<file path="src/rtl/ctrl_reg8.sv">
// Command sequencer for the 8-bit universal shift register: accepts one REQ/ACK command
// at a time, drives ENB/DIR/MODO/D per cycle and captures the register word at the end.
module ctrl_reg8 #(
    parameter int unsigned WIDTH = 8,
    parameter int unsigned CNT_W = 4
) (
    input  logic             CLK,
    input  logic             RST,
    input  logic             REQ,
    input  logic [1:0]       CMD,
    input  logic             DIR_IN,
    input  logic [CNT_W-1:0] COUNT,
    input  logic [WIDTH-1:0] DATA_IN,
    input  logic [WIDTH-1:0] Q_IN,
    output logic             ACK,
    output logic             BUSY,
    output logic             ENB_O,
    output logic             DIR_O,
    output logic [1:0]       MODO_O,
    output logic [WIDTH-1:0] D_O,
    output logic             SER_VALID,
    output logic             DONE,
    output logic             ERR,
    output logic [WIDTH-1:0] DATA_OUT
);

    typedef enum logic [1:0] {
        S_IDLE  = 2'd0,
        S_LOAD  = 2'd1,
        S_SHIFT = 2'd2,
        S_CAPT  = 2'd3
    } state_t;

    localparam logic [1:0] CMD_SHIFT = 2'b00;
    localparam logic [1:0] CMD_ROT   = 2'b01;
    localparam logic [1:0] CMD_RSVD  = 2'b11;

    state_t           state, state_nx;
    logic [1:0]       cmd_q;
    logic             dir_q;
    logic [WIDTH-1:0] data_q;
    logic [CNT_W-1:0] n_q;
    logic [CNT_W-1:0] n_in;
    logic [CNT_W-1:0] cnt;
    logic             done_q;
    logic             err_q;
    logic [WIDTH-1:0] data_out_q;

    // Shift amount is fixed by the command at acceptance time
    always_comb begin
        n_in = '0;
        case (CMD)
            CMD_SHIFT: n_in = CNT_W'(WIDTH);
            CMD_ROT:   n_in = COUNT;
            default:   n_in = '0;
        endcase
    end

    always_ff @(posedge CLK) begin
        if (RST) state <= S_IDLE;
        else     state <= state_nx;
    end

    always_comb begin
        state_nx = state;
        case (state)
            S_IDLE:  if (REQ) state_nx = S_LOAD;
            S_LOAD:  state_nx = (n_q != '0) ? S_SHIFT : S_CAPT;
            S_SHIFT: if (cnt == CNT_W'(1)) state_nx = S_CAPT;
            S_CAPT:  state_nx = S_IDLE;
            default: state_nx = S_IDLE;
        endcase
    end

    always_ff @(posedge CLK) begin
        if (RST) begin
            cmd_q      <= '0;
            dir_q      <= 1'b0;
            data_q     <= '0;
            n_q        <= '0;
            cnt        <= '0;
            done_q     <= 1'b0;
            err_q      <= 1'b0;
            data_out_q <= '0;
        end else begin
            if (state == S_IDLE && REQ) begin
                cmd_q  <= CMD;
                dir_q  <= DIR_IN;
                data_q <= DATA_IN;
                n_q    <= n_in;
            end
            if (state == S_LOAD)  cnt <= n_q;
            if (state == S_SHIFT) cnt <= cnt - CNT_W'(1);
            done_q <= (state == S_CAPT);
            err_q  <= (state == S_CAPT) && (cmd_q == CMD_RSVD);
            if (state == S_CAPT) data_out_q <= Q_IN;
        end
    end

    always_comb begin
        ACK       = (state == S_LOAD);
        BUSY      = (state != S_IDLE);
        ENB_O     = 1'b0;
        MODO_O    = 2'b00;
        SER_VALID = 1'b0;
        case (state)
            S_LOAD: begin
                ENB_O  = (cmd_q != CMD_RSVD);
                MODO_O = 2'b10;
            end
            S_SHIFT: begin
                ENB_O     = 1'b1;
                MODO_O    = (cmd_q == CMD_ROT) ? 2'b01 : 2'b00;
                SER_VALID = (cmd_q == CMD_SHIFT);
            end
            default: ;
        endcase
        DIR_O    = dir_q;
        D_O      = data_q;
        DONE     = done_q;
        ERR      = err_q;
        DATA_OUT = data_out_q;
    end

endmodule

</file>
<file path="config.mk">
export PLATFORM = sky130hd
export DESIGN_NAME = ctrl_reg8
export DESIGN_NICKNAME = d
export VERILOG_FILES = /design/src/rtl/ctrl_reg8.sv
export SDC_FILE = /design/constraint.sdc
export NUM_CORES = 1
export LEC_CHECK = 0
export CAP_MARGIN = 30
export CORE_MARGIN = 2
export CORE_UTILIZATION = 45
export CTS_BUF_LIST = sky130_fd_sc_hd__clkbuf_4
export CTS_CLUSTER_SIZE = 16
export DETAILED_ROUTE_END_ITERATION = 6
export PLACE_DENSITY = 0.82
export SLEW_MARGIN = 20
export SYNTH_ARGS = -nofsm -noshare
export SYNTH_HDL_FRONTEND = slang
export SYNTH_SLANG_ARGS = --single-unit
</file>
<file path="constraint.sdc">
create_clock -name CLK -period 2.64 [get_ports CLK]
set_input_delay 0.528 -clock CLK [delete_from_list [all_inputs] [get_ports CLK]]
set_output_delay 0.528 -clock CLK [all_outputs]
set_load 0.02 [all_outputs]
</file>
==> impl_metrics.env <==
export IMPL_start_util_pct=47.77
export IMPL_synth_warning_count=0
export IMPL_p_comb_share_pct=40.1
export IMPL_wirelength_mm=3.224
export IMPL_syn_instance_count=151
export IMPL_post_drt_wl_per_cell_um=13.90
export IMPL_grt_usage_pct=21.37
export IMPL_drc=0
export IMPL_grtUsageMet2_pct=38.68
export IMPL_yosysSeqAreaShare_pct=46.70
export IMPL_post_cts_buffers=0
export IMPL_clk_latency_ns=0.33
export IMPL_setup_viol=0
export IMPL_antenna_cells=0
export IMPL_critical_path_max_stage_delay_ns=0.44
export IMPL_core_area_sq_um=2781
export IMPL_synth_top_family_by_area="simple AND/OR/NAND/NOR gates"
export IMPL_fillers=226
export IMPL_synthSimpleGateAreaFrac_pct=20.06
export IMPL_die_area_sq_um=3404
export IMPL_regArea_sq_um=620.6
export IMPL_p_int_mw=1.034
export IMPL_hpwlAfterDp_mm=2.478
export IMPL_syn_nets=184
export IMPL_powerDensity_nw_per_um2=832.7
export IMPL_min_path_cells=2
export IMPL_worstPathCellList="inv_1, ha_2, nand2_1, nor3_1, dlygate4sd2_1"
export IMPL_clock_power_share_pct=22.4
export IMPL_clock_sinks=31
export IMPL_worst_path_max_delay_cell="ha_2"
export IMPL_syn_to_final_growth_pct=43.79
export IMPL_setup_ws_ns=0.2830
export IMPL_start_kind="flop"
export IMPL_preCtsSetupSlack_ns=0.2919
export IMPL_dpl_cell_area_sq_um=1826
export IMPL_setup_tns_ns=0
export IMPL_p_sw_uw=557.4
export IMPL_grt_start_max_net_pins=18
export IMPL_rsz0062_at_grt="no"
export IMPL_dr_total_vias=1233
export IMPL_hold_class="flop to flop"
export IMPL_multi_input_area_sq_um=638.1
export IMPL_synth_xor_xnor_area_share_pct=0
export IMPL_die_h_um=58.34
export IMPL_gp_congestion=0.7794
export IMPL_min_period_ns=2.357
export IMPL_final_area_sq_um=1911
export IMPL_cts_hold_buf=0
export IMPL_critPathCaptureType="output pin"
export IMPL_synth_compound_gate_area_share_pct=12.71
export IMPL_synthAdderAreaFrac_pct=6.591
export IMPL_cts_tree="built"
export IMPL_arrival_ns=1.83
export IMPL_slew_limit_headroom_pct=62.09
export IMPL_fin_nets=233
export IMPL_synth_cell_type_count=27
export IMPL_worstSetupPathType="flop to output pin"
export IMPL_critPathMaxFanout=9
export IMPL_grt_pass1_wl_mm=5.457
export IMPL_tightest_slew_ns=0.5669
export IMPL_firstDrtPassIters=6
export IMPL_synthesis_area_sq_um=1329
export IMPL_grt_busiest_layer="met2"
export IMPL_cts_made_buffers=5
export IMPL_layout_commonest_cell="clkdlybuf4s50_1"
export IMPL_swShare_pct=35.03
export IMPL_peakVddDrop_uv=604.9
export IMPL_seqPwrFrac_pct=37.5
export IMPL_ys_ff_latch=31
export IMPL_clk_path_buf_depth=2
export IMPL_drtAntennaViolNets=0
export IMPL_status="finished clean"
export IMPL_grt_pass1_vias=1277
export IMPL_avgSynthCellArea_sq_um=8.800
export IMPL_met3_usage_pct=7.912
export IMPL_r2r_cells=6
export IMPL_grtUsageMet1_pct=21.11
export IMPL_root_buffer="clkbuf_4"
export IMPL_viasPerCell=5.315
export IMPL_finalHoldViolCount=0
export IMPL_fp_dieW_um=58.34
export IMPL_synth_mux_area_fraction_pct=8.286
export IMPL_final_max_slew_viol_count=0
export IMPL_rows=19
export IMPL_drt_initial_drc_count=27
export IMPL_h_tree_depth=2
export IMPL_antenna_found_initial=0
export IMPL_ioPinCount=51
export IMPL_cts_clk_slew_worst_paths_ns=0.09
export IMPL_drv_cap=0
export IMPL_place_port_buffers=50
export IMPL_finalCritPeriodShare_pct=89.28
export IMPL_worst_clock_skew_ns=0.007701
export IMPL_required_ns=2.11
export IMPL_grt_overflow=0
export IMPL_max_freq_mhz=424.3
export IMPL_cellLeakagePower_nw=0.7488
export IMPL_layout_common_cells="clkdlybuf4s50_1, dfxtp_1, nand2_1"
export IMPL_drive_gt1_share_pct=7.960
[sequential cells by signal, summed over array words and instances, names as in the netlist]
signal,flops
ERR,1
DIR_O,1
cmd_q,2
D_O,8
state,2
cnt,4
DONE,1
DATA_OUT,8
n_q,4
[through the flow]
stage / std cells / power (mW) / util [%] / hold slack (ns)
after detailed placement: 224 / 1.239 / 65.63 / 0.4501
after global routing: 232 / 1.691 / 68.69 / 0.4803
final: 232 / 1.591 / 68.69 / 0.4602
after CTS: 232 / 1.604 / 68.42 / 0.4643
after global placement: 224 / 1.208 / 65.63 / 0.4414
after floorplan: 151 / 1.012 / - / 0.4631
[Yosys cell counts]
cell       number  area [sq um]
dfxtp_1        31         620.6
nand2_1        27         101.4
nor2_1         19         71.32
a21oi_1        15         75.07
mux2i_1        11         110.1
ha_1            7         87.58
a22oi_1         5         37.54
nor2b_1         5         31.28
buf_2           4         20.02
inv_1           4         15.01
nor3_1          4         20.02
o21ai_0         3         15.01
clkbuf_1        2         7.510
a211oi_2        1         12.51
a22o_2          1         10.01
and2_1          1         6.260
and4b_1         1         10.01
buf_1           1         3.750
buf_4           1         7.510
buf_6           1         11.26
inv_2           1         3.750
inv_4           1         6.260
nor3b_1         1         7.510
nor3b_2         1         12.51
nor4_1          1         6.260
o22a_2          1         10.01
o2bb2ai_1       1         8.760
[worst max-delay path, delay by kind of cell (launching register included)]
| family | cells | cell delay (ns) |
|---|---|---|
| buffers and inverters | 2 | 0.46 |
| adder cells (fa/ha/maj) | 1 | 0.44 |
| flip-flops | 1 | 0.40 |
| AND/OR/NAND/NOR | 2 | 0.20 |
[cell families (layout without fill, tap and decap cells)]
kind of cell	after synthesis	in the layout
adders and majority gates	7	7
buffers and inverters	15	65
and+or+nand+nor	60	60
AOI/OAI and AO/OA	27	27
muxes	11	11
DFF	31	31
[power by group through the flow]
stage	sequential (mW)	clock (mW)	combinational [mW]
6_report	0.597	0.356	0.637
4_1_cts	0.598	0.367	0.639
2_1_floorplan	0.646	0	0.366
5_1_grt	0.607	0.385	0.699
3_5_place_dp	0.607	0	0.632
3_3_place_gp	0.601	0	0.607
[what timing repair did]
| item | in CTS | in global routing |
|---|---|---|
| hold endpoints to repair | 0 | 0 |
| gates resized for setup | 2 | 3 |
| endpoints found under the setup margin | 1 | 2 |
[final timing paths]
| path | startpoint | end | slack (ns) |
|---|---|---|---|
| hold reg to reg | D_O[2] | D_O[2] | 0.46 |
| setup / recovery | state[1] | MODO_O[0] | 0.28 |
| hold / removal | D_O[2] | D_O[2] | 0.46 |
| setup reg to reg | state[0] | n_q[0] | 0.95 |
[metal layers]
metal | part of all wire (%) | routed length [um] | vias up
met5 | 0 | 0 | -
met4 | 2.3 | 75 | 0
met3 | 7.7 | 248 | 9
met2 | 51 | 1646 | 42
met1 | 39 | 1254 | 582
li1 | - | - | 600
[cell type report]
type | count | area share, %
multi-input combinational | 105 | 33.40
tap | 31 | 2.030
clock inverter | 3 | 2.030
sequential | 31 | 32.48
clock buffer | 5 | 1.965
timing repair buffer | 51 | 26.78
inverter | 6 | 1.310
Note: power is estimated with default switching activity, not from simulation.
